### src/rtl/sgen_nco_sweep_ctrl.sv
// -----------------------------------------------------------------------------
// sgen_nco_sweep_ctrl
//
// Frequency-sweep sequencer in front of sgen_nco. It steps the NCO frequency
// control word (FCW) from a start value to a stop value. Each value is held for
// a programmable dwell. Three sweep shapes are supported: single, repeating
// sawtooth and continuous triangle. This block owns the NCO enable.
//
// Ports:
//   i_clk        system clock
//   i_rst_an     synchronous active-low reset
//   i_ena        clock enable; 0 freezes all state (pulse outputs still clear)
//   i_start      start request, level sampled while idle
//   i_abort      stop the sweep immediately; has priority over i_start
//   i_mode       00 single, 01 repeat sawtooth, 10 triangle, 11 as single
//   i_fcw_start  first FCW (unsigned)
//   i_fcw_stop   last FCW (unsigned)
//   i_fcw_step   FCW increment (unsigned, must be non-zero)
//   i_dwell      each FCW is held for i_dwell+1 enabled cycles
//   o_fcw        FCW to the NCO
//   o_nco_ena    NCO enable
//   o_busy       sweep in progress
//   o_step       1-cycle pulse when o_fcw takes a new value
//   o_done       1-cycle pulse at normal end of a single sweep
//   o_err        1-cycle pulse when a start request is rejected
// -----------------------------------------------------------------------------
module sgen_nco_sweep_ctrl #(
   parameter int gp_phase_accu_width = 16,
   parameter int gp_dwell_width      = 16
) (
   input  logic                           i_clk,
   input  logic                           i_rst_an,
   input  logic                           i_ena,
   input  logic                           i_start,
   input  logic                           i_abort,
   input  logic [1:0]                     i_mode,
   input  logic [gp_phase_accu_width-1:0] i_fcw_start,
   input  logic [gp_phase_accu_width-1:0] i_fcw_stop,
   input  logic [gp_phase_accu_width-1:0] i_fcw_step,
   input  logic [gp_dwell_width-1:0]      i_dwell,
   output logic [gp_phase_accu_width-1:0] o_fcw,
   output logic                           o_nco_ena,
   output logic                           o_busy,
   output logic                           o_step,
   output logic                           o_done,
   output logic                           o_err
);

   localparam int W = gp_phase_accu_width;
   localparam int D = gp_dwell_width;

   localparam logic [1:0] MODE_REPEAT = 2'b01;
   localparam logic [1:0] MODE_TRI    = 2'b10;

   typedef enum logic [1:0] {
      ST_IDLE = 2'b00,
      ST_UP   = 2'b01,
      ST_DN   = 2'b10
   } state_t;

   state_t         state_r,   state_s;
   logic [W-1:0]   fcw_r,     fcw_s;
   logic [W-1:0]   start_r,   start_s;
   logic [W-1:0]   stop_r,    stop_s;
   logic [W-1:0]   step_r,    step_s;
   logic [D-1:0]   dwell_r,   dwell_s;
   logic [1:0]     mode_r,    mode_s;
   logic [D-1:0]   cnt_r,     cnt_s;
   logic           busy_r,    busy_s;
   logic           nco_ena_r, nco_ena_s;
   logic           step_p_r,  step_p_s;
   logic           done_r,    done_s;
   logic           err_r,     err_s;

   // Candidate next values; the sum is one bit wider so it cannot wrap, and
   // the subtract first measures the distance to start so it cannot borrow.
   logic [W:0]     sum_s;
   logic [W-1:0]   up_val_s;
   logic [W-1:0]   diff_s;
   logic [W-1:0]   dn_val_s;
   logic           dwell_hit_s;

   // Next-state and datapath decode for the sweep sequencer.
   always_comb begin
      state_s   = state_r;
      fcw_s     = fcw_r;
      start_s   = start_r;
      stop_s    = stop_r;
      step_s    = step_r;
      dwell_s   = dwell_r;
      mode_s    = mode_r;
      cnt_s     = cnt_r;
      busy_s    = busy_r;
      nco_ena_s = nco_ena_r;
      step_p_s  = 1'b0;
      done_s    = 1'b0;
      err_s     = 1'b0;

      sum_s       = {1'b0, fcw_r} + {1'b0, step_r};
      up_val_s    = (sum_s > {1'b0, stop_r}) ? stop_r : sum_s[W-1:0];
      diff_s      = fcw_r - start_r;
      dn_val_s    = (diff_s >= step_r) ? (fcw_r - step_r) : start_r;
      dwell_hit_s = (cnt_r == dwell_r);

      if (i_abort) begin
         state_s   = ST_IDLE;
         fcw_s     = {W{1'b0}};
         cnt_s     = {D{1'b0}};
         busy_s    = 1'b0;
         nco_ena_s = 1'b0;
      end else begin
         case (state_r)
            ST_IDLE: begin
               if (i_start) begin
                  if ((i_fcw_start > i_fcw_stop) || (i_fcw_step == {W{1'b0}})) begin
                     err_s = 1'b1;
                  end else begin
                     start_s   = i_fcw_start;
                     stop_s    = i_fcw_stop;
                     step_s    = i_fcw_step;
                     dwell_s   = i_dwell;
                     mode_s    = i_mode;
                     fcw_s     = i_fcw_start;
                     cnt_s     = {D{1'b0}};
                     busy_s    = 1'b1;
                     nco_ena_s = 1'b1;
                     step_p_s  = 1'b1;
                     state_s   = ST_UP;
                  end
               end else begin
                  state_s = ST_IDLE;
               end
            end

            ST_UP: begin
               if (dwell_hit_s) begin
                  cnt_s = {D{1'b0}};
                  if (fcw_r < stop_r) begin
                     fcw_s    = up_val_s;
                     step_p_s = 1'b1;
                  end else begin
                     case (mode_r)
                        MODE_REPEAT: begin
                           fcw_s    = start_r;
                           step_p_s = 1'b1;
                        end
                        MODE_TRI: begin
                           // A zero-span triangle has no down leg.
                           if (start_r == stop_r) begin
                              fcw_s   = start_r;
                              state_s = ST_UP;
                           end else begin
                              fcw_s   = dn_val_s;
                              state_s = ST_DN;
                           end
                           step_p_s = 1'b1;
                        end
                        default: begin
                           state_s   = ST_IDLE;
                           fcw_s     = {W{1'b0}};
                           busy_s    = 1'b0;
                           nco_ena_s = 1'b0;
                           done_s    = 1'b1;
                        end
                     endcase
                  end
               end else begin
                  cnt_s = cnt_r + 1'b1;
               end
            end

            ST_DN: begin
               if (dwell_hit_s) begin
                  cnt_s    = {D{1'b0}};
                  step_p_s = 1'b1;
                  if (fcw_r > start_r) begin
                     fcw_s = dn_val_s;
                  end else begin
                     // fcw equals start here, so up_val_s is min(start+step, stop).
                     fcw_s   = up_val_s;
                     state_s = ST_UP;
                  end
               end else begin
                  cnt_s = cnt_r + 1'b1;
               end
            end

            default: begin
               state_s   = ST_IDLE;
               fcw_s     = {W{1'b0}};
               cnt_s     = {D{1'b0}};
               busy_s    = 1'b0;
               nco_ena_s = 1'b0;
            end
         endcase
      end
   end

   // State and output registers; pulses self-clear even while disabled.
   always_ff @(posedge i_clk) begin
      if (!i_rst_an) begin
         state_r   <= ST_IDLE;
         fcw_r     <= {W{1'b0}};
         start_r   <= {W{1'b0}};
         stop_r    <= {W{1'b0}};
         step_r    <= {W{1'b0}};
         dwell_r   <= {D{1'b0}};
         mode_r    <= 2'b00;
         cnt_r     <= {D{1'b0}};
         busy_r    <= 1'b0;
         nco_ena_r <= 1'b0;
         step_p_r  <= 1'b0;
         done_r    <= 1'b0;
         err_r     <= 1'b0;
      end else if (i_ena) begin
         state_r   <= state_s;
         fcw_r     <= fcw_s;
         start_r   <= start_s;
         stop_r    <= stop_s;
         step_r    <= step_s;
         dwell_r   <= dwell_s;
         mode_r    <= mode_s;
         cnt_r     <= cnt_s;
         busy_r    <= busy_s;
         nco_ena_r <= nco_ena_s;
         step_p_r  <= step_p_s;
         done_r    <= done_s;
         err_r     <= err_s;
      end else begin
         step_p_r  <= 1'b0;
         done_r    <= 1'b0;
         err_r     <= 1'b0;
      end
   end

   assign o_fcw     = fcw_r;
   assign o_nco_ena = nco_ena_r;
   assign o_busy    = busy_r;
   assign o_step    = step_p_r;
   assign o_done    = done_r;
   assign o_err     = err_r;

endmodule

### config.mk
export PLATFORM = sky130hd
export DESIGN_NAME = sgen_nco_sweep_ctrl
export DESIGN_NICKNAME = d
export VERILOG_FILES = /design/src/rtl/sgen_nco_sweep_ctrl.sv
export SDC_FILE = /design/constraint.sdc
export NUM_CORES = 1
export LEC_CHECK = 0
export CAP_MARGIN = 15
export CELL_PAD_IN_SITES_DETAIL_PLACEMENT = 1
export CELL_PAD_IN_SITES_GLOBAL_PLACEMENT = 1
export CORE_ASPECT_RATIO = 1.25
export CORE_MARGIN = 5
export CORE_UTILIZATION = 27
export DETAILED_ROUTE_END_ITERATION = 7
export PLACE_DENSITY_LB_ADDON = 0.1
export SKIP_CTS_REPAIR_TIMING = 1
export SYNTH_ARGS = -nofsm -noshare
export SYNTH_HDL_FRONTEND = slang
export SYNTH_SLANG_ARGS = --single-unit
### constraint.sdc
create_clock -name i_clk -period 5.4 [get_ports i_clk]
set_clock_uncertainty 0.2 [all_clocks]
set_input_delay 1.35 -clock i_clk [delete_from_list [all_inputs] [get_ports i_clk]]
set_output_delay 1.35 -clock i_clk [all_outputs]
set_load 0.01 [all_outputs]
==> results of run 1 <==
## final cells by class
cell class | instances | area (sq um)
sequential | 104 | 2082
timing repair buffer | 142 | 1316
tap | 423 | 529.3
clock buffer | 9 | 225.2
multi-input combinational | 874 | 6513
clock inverter | 7 | 73.82
fill | 4045 | 22510
inverter | 92 | 345.3
## cells in the mapped netlist, drive strengths merged (3+ instances only)
cell type / n / area, sq um
a211o: 3 / 26.28
a211oi: 10 / 80.07
a21boi: 5 / 37.53
a21o: 18 / 135.1
a21oi: 62 / 321.6
a221oi: 18 / 214.0
a22o: 11 / 96.34
a22oi: 4 / 30.03
a311oi: 3 / 26.28
a31oi: 11 / 68.82
and2: 6 / 40.04
and3: 8 / 50.05
and4: 5 / 43.79
buf: 30 / 221.5
clkbuf: 17 / 63.81
dfxtp: 104 / 2082
fa: 3 / 60.06
ha: 117 / 1464
inv: 91 / 341.6
mux2: 3 / 41.29
mux2i: 79 / 790.8
nand2: 60 / 230.2
nand2b: 16 / 100.1
nand3: 21 / 105.1
nand3b: 4 / 30.03
nand4: 18 / 118.9
nor2: 150 / 565.6
nor2b: 13 / 81.33
nor3: 14 / 70.07
nor4: 18 / 112.6
o211ai: 13 / 97.59
o21a: 8 / 67.56
o21ai: 39 / 195.2
o21bai: 7 / 52.55
o221ai: 9 / 78.83
o22ai: 5 / 31.28
or4: 3 / 22.52
xnor2: 40 / 350.3
xor2: 42 / 367.9
## routing by layer
metal  vias up  wire (um)  track usage, %
met2       105      19350           36.77
met4         0        789           5.371
li1       4182          -               -
met3        32        841           2.091
met1      4159      15430           21.89
met5         -          0               0
## cells in the final DEF, fill, tap and decap left out, types with 4 or more instances in the layout
| cell | count |
|---|---|
| a211oi_1 | 9 |
| a21o_1 | 18 |
| a21oi_1 | 61 |
| a221oi_1 | 9 |
| a221oi_2 | 8 |
| a22o_1 | 11 |
| a22oi_1 | 4 |
| a31oi_1 | 11 |
| and2_1 | 4 |
| and3_1 | 7 |
| and4_1 | 5 |
| buf_4 | 47 |
| clkbuf_16 | 9 |
| clkdlybuf4s50_1 | 91 |
| dfxtp_1 | 104 |
| ha_1 | 115 |
| inv_1 | 91 |
| mux2i_1 | 79 |
| nand2_1 | 58 |
| nand2b_1 | 16 |
| nand3_1 | 21 |
| nand3b_1 | 4 |
| nand4_1 | 17 |
| nor2_1 | 149 |
| nor2b_1 | 13 |
| nor3_1 | 14 |
| nor4_1 | 18 |
| o211ai_1 | 13 |
| o21a_1 | 7 |
| o21ai_0 | 33 |
| o21ai_1 | 5 |
| o21bai_1 | 7 |
| o221ai_1 | 9 |
| o22ai_1 | 5 |
| xnor2_1 | 40 |
| xor2_1 | 42 |
## path summary, 6_finish.rpt
check                                          endpoint  cells after the start
worst max-delay path              o_fcw[1]$_SDFFE_PN0P_                     20
worst min-delay path            state_r[1]$_SDFFE_PN0P_                      2
worst max register to register    o_fcw[1]$_SDFFE_PN0P_                     20
worst min register to register  state_r[1]$_SDFFE_PN0P_                      2
## cells by family (layout without fill, tap and decap cells)
kind of cell	Yosys count	after routing	synth area share [%]
mux	82	82	9.064
flops	104	104	22.68
compound gates	247	247	19.26
buf+inv	139	250	6.869
fa+ha+maj	120	120	16.60
simple gates	343	343	17.71
xor+xnor	82	82	7.823
## state kept, by name, indices dropped and copies added (netlist names)
| register | cells |
|---|---|
| cnt_r | 16 |
| dwell_r | 16 |
| o_fcw | 16 |
| start_r | 16 |
| step_r | 16 |
| stop_r | 16 |
| mode_r | 2 |
| state_r | 2 |
| o_done | 1 |
| o_err | 1 |
| o_nco_ena | 1 |
| o_step | 1 |
## per-stage QoR
step           TNS (ps)  instance area, sq um
5_1_grt               0                 11080
4_1_cts          -424.2                 11020
3_3_place_gp     -23.71                 10720
2_1_floorplan         0                  9180
6_report              0                 11080
3_5_place_dp     -266.2                 10720
## critical path, cell delays in order, from the launching register on
cell and delay [ps]:
dfxtp_1 370, inv_1 90, ha_2 430, nor2_2 80, a221oi_2 340, o21ai_1 190, o211ai_1 340, nand2_1 150
a21boi_1 180, xnor2_1 180, ha_1 300, nand2_1 140, nor3_1 80, a221oi_1 270, o211ai_1 190, a221oi_4 430
and2_4 300, o21ai_0 170, a221oi_1 330, o22ai_1 120, buf_4 140
## power by group
group          total, mW  switching, mW  internal, mW
combinational       1.16          0.653         0.505
sequential         0.818         0.0302         0.788
clock              0.722          0.392         0.330
==> results.toml, run 1 <==
[clock_network]
cts_buffer_depth = 2
h-tree-depth = 3
numCtsBuffers = 9
cts_root_buf = "clkbuf_16"
cts_sinks = 104
insertion_delay_ps = 380
clk_pin_slew_ps = 90
tritoncts = "yes"

[synth]
ys.warnings.count = 0
avgSynthCellArea_sq_um = 8.218
syn_area_sq_um = 9180
ys_seq_elements = 104
synth_edf_count = 0
ys_async_sr_fraction_pct = 0
ys_seq_area_share_pct = 22.68
synth.distinct_cells = 76
syn_inst = 1117
synth_flop_cell = "dfxtp_1"
syn_nets = 1308

[timing]
layout_worst_path_cycle_share_pct = 94.80
hold_violations = 0
fmax_mhz = 195.3
rsz0062_at_grt = "no"
setup-violations-final = 0
slew_headroom_pct = 46.83
fin_ws_ps = 280.9
tightest_slew_ps = 787.5
whs_ps = 310.9
slew_violations = 0
post-route-min-period_ps = 5119

[setup_path]
crit_arrival_ps = 5210
crit_path_start_kind = "flip-flop"
cp-end-kind = "flip-flop"
required_ps = 5490
path_class = "flip-flop to flip-flop"
startpoint = "step_r[8]$_SDFFE_PN0P_"
worstReg2RegStart = "step_r[8]$_SDFFE_PN0P_"
rrSetupSlack_ps = 280
worstPathMaxFanout = 8

[route]
routedWlPerCell_um = 22.05
totalWireLength_um = 36410
num_vias = 8478
drcViolationCount = 0
drt_pass1_iterations = 4
antenna_left = 0
first_iter_violations = 319
vias_per_cell = 5.135

[place]
io_buffers = 91
place_congestion = 0.8347
place_ws_ps = -97.92
hpwl_um = 30340
dp.cells = 1632

[layout]
drive_above_1_share_pct = 8.143
area_growth_pct = 20.74
instances_no_fill = 1651
utilization_pct = 32.99
final_nets = 1414
diodes = 0

[grt]
grt_first_pass_wirelength_um = 54810
grt_remaining_overflow = 0
grt_pass1_vias = 9100
track_usage_pct = 19.01
antenna_found_initial = 1
grt_max_degree = 52

[floorplan]
die_area_sq_um = 37810
die_x_um = 174.9
num_rows = 75
num_io_pins = 92
dieHeight_um = 216.2
core_sq_um = 33590
initial_utilization_pct = 27.33

[min_path]
hp-start = "state_r[1]$_SDFFE_PN0P_"
min_path_type = "flip-flop to flip-flop"

[flow_run]
drv_cap = 0

[status]
status = "complete, no violations"

[power]
leakagePower_nw = 4.578
total_power_mw = 2.698
irDropWorstVdd_v = 0.0001321
powerDensity_nw_per_um2 = 243.4
(Power assumes the default switching activity.)
==> run 2: changes to the inputs <==
Settings changed: CTS_CLUSTER_DIAMETER set to 30, PLACE_DENSITY set to 0.61, PLACE_DENSITY_LB_ADDON 0.1 to unset.
==> run 2 against run 1 <==
Sequential power barely moved. Worst hold slack improved by 6.0 ps. Register-to-register slack improved by 30 ps. First-iteration DRC count rose by 36%. Die area unchanged. Non-clock buffer count fell by 20. Utilization decreased by 0.22 points. Via count increased by 0.75%. Maximum frequency increased by 0.66%. Sequential share of layout area is 0.13 points higher. Sequential cell count unchanged. Setup slack better by 34 ps. Critical path type unchanged.
==> results.toml, run 2 (synthesis gave the netlist of run 1 again) <==
[status]
status = "complete, no violations"

[grt]
grt_use_met1_pct = 21.56
grt_max_degree = 69
use_met2_pct = 31.93
use_met3_pct = 1.900
antenna_found_initial = 0
grt_pass1_vias = 9000
top_usage_layer = "met2"
grt_first_pass_wirelength_um = 52230
grt_remaining_overflow = 0
track_usage_pct = 17.67

[place]
io_buffers = 91
hpwl_um = 28020
place_congestion = 0.8358

[clock_network]
numCtsBuffers = 9
h-tree-depth = 3
cts_root_buf = "clkbuf_16"
cts_sinks = 104
tritoncts = "yes"
clk_pin_slew_ps = 90
insertion_delay_ps = 370
cts_buffer_depth = 2

[layout]
utilization_pct = 32.77
area_growth_pct = 19.94
seq_area_sq_um = 2082
multi_input_area_sq_um = 6496
layout_common_cells = "nor2_1 (149), ha_1 (115), dfxtp_1 (104)"
mostFrequentLayoutCell = "nor2_1"
diodes = 0
num-fill-cells = 4001
drive_above_1_share_pct = 6.452
final_nets = 1395

[floorplan]
initial_utilization_pct = 27.33
die_area_sq_um = 37810
die_x_um = 174.9
num_io_pins = 92
core_sq_um = 33590
num_rows = 75
dieHeight_um = 216.2

[timing]
post-route-min-period_ps = 5086
setup-violations-final = 0
slew_headroom_pct = 22.01
fmax_mhz = 196.6
fin_setup_tns_ps = 0
layout_worst_path_cycle_share_pct = 94.18
rsz0062_at_grt = "no"
hold_violations = 0
slew_violations = 0
tightest_slew_ps = 1166

[setup_path]
crit_arrival_ps = 5100
crit_path_start_kind = "flip-flop"
worstPathMaxFanout = 8
path_class = "flip-flop to flip-flop"
r2r.worst_path.cells = 19
required_ps = 5410
cp-end-kind = "flip-flop"

[min_path]
min_delay_path_depth = 2
min_path_type = "flip-flop to flip-flop"

[power]
irDropWorstVdd_v = 0.0001397
powerDensity_nw_per_um2 = 249.8
leakagePower_nw = 4.505

[route]
num_vias = 8542
vias_per_cell = 5.234
first_iter_violations = 433
totalWireLength_um = 34310
drcViolationCount = 0
antenna_left = 0
routedWlPerCell_um = 21.02
drt_pass1_iterations = 5

[flow_run]
drv_cap = 0
run 2: changes by cell type in the layout (fill, tap and decap cells not counted), moves of 2 or more:
| cell | before | now |
|---|---|---|
| clkinv_4 | 3 | 1 |
| bufinv_16 | 0 | 3 |
| buf_4 | 47 | 26 |
| buf_12 | 2 | 5 |
run 2: layer usage:
metal	vias to the layer above	wire (um)
met5	-	0
met4	0	1276
met3	49	1138
met2	196	17100
met1	4150	14790
li1	4147	-
run 2: area by class of cell:
type	instances	area share, %
multi-input cells	875	59.00
well taps	423	4.807
repair buffers	122	10.95
inverters	92	3.136
flip-flops and latches	104	18.91
clock buffers	9	2.045
clock inverters	7	1.148
run 2: power breakdown:
group          internal (mW)  switching, mW
combinational          0.483          0.632
sequential             0.788         0.0323
clock                  0.461          0.354
run 2: through the flow:
step	power, mW	instance area, sq um	setup WS, ps	hold slack, ps	cells
2_1_floorplan	1.554	9180	834.9	270.9	1117
3_3_place_gp	1.900	10610	73.26	292.8	1611
5_1_grt	2.899	11010	61.48	340.0	1632
6_report	2.750	11010	314.5	316.9	1632
4_1_cts	2.737	10960	-35.82	319.0	1627
3_5_place_dp	1.911	10610	-24.09	306.3	1611
run 2: critical path, cell delays in order, from the launching register on:
cell and delay [ps]:
dfxtp_1 390, inv_1 90, ha_2 420, inv_1 110, a221oi_2 360, o21ai_1 160
o211ai_1 340, nand2_1 150, a21boi_1 180, xnor2_1 170, ha_1 280, nand2_1 130
nor3_1 80, a221oi_1 260, o211ai_1 180, a221oi_4 440, and2_4 290, mux2_4 320
a221oi_2 230, a311oi_1 130
run 2: worst paths after layout:
| check | from | slack (ps) | endpoint |
|---|---|---|---|
| max | step_r[9]$_SDFFE_PN0P_ | 310 | o_fcw[13]$_SDFFE_PN0P_ |
| min | state_r[0]$_SDFFE_PN0P_ | 320 | state_r[0]$_SDFFE_PN0P_ |
| max reg2reg | step_r[9]$_SDFFE_PN0P_ | 310 | o_fcw[13]$_SDFFE_PN0P_ |
| min reg2reg | state_r[0]$_SDFFE_PN0P_ | 320 | state_r[0]$_SDFFE_PN0P_ |
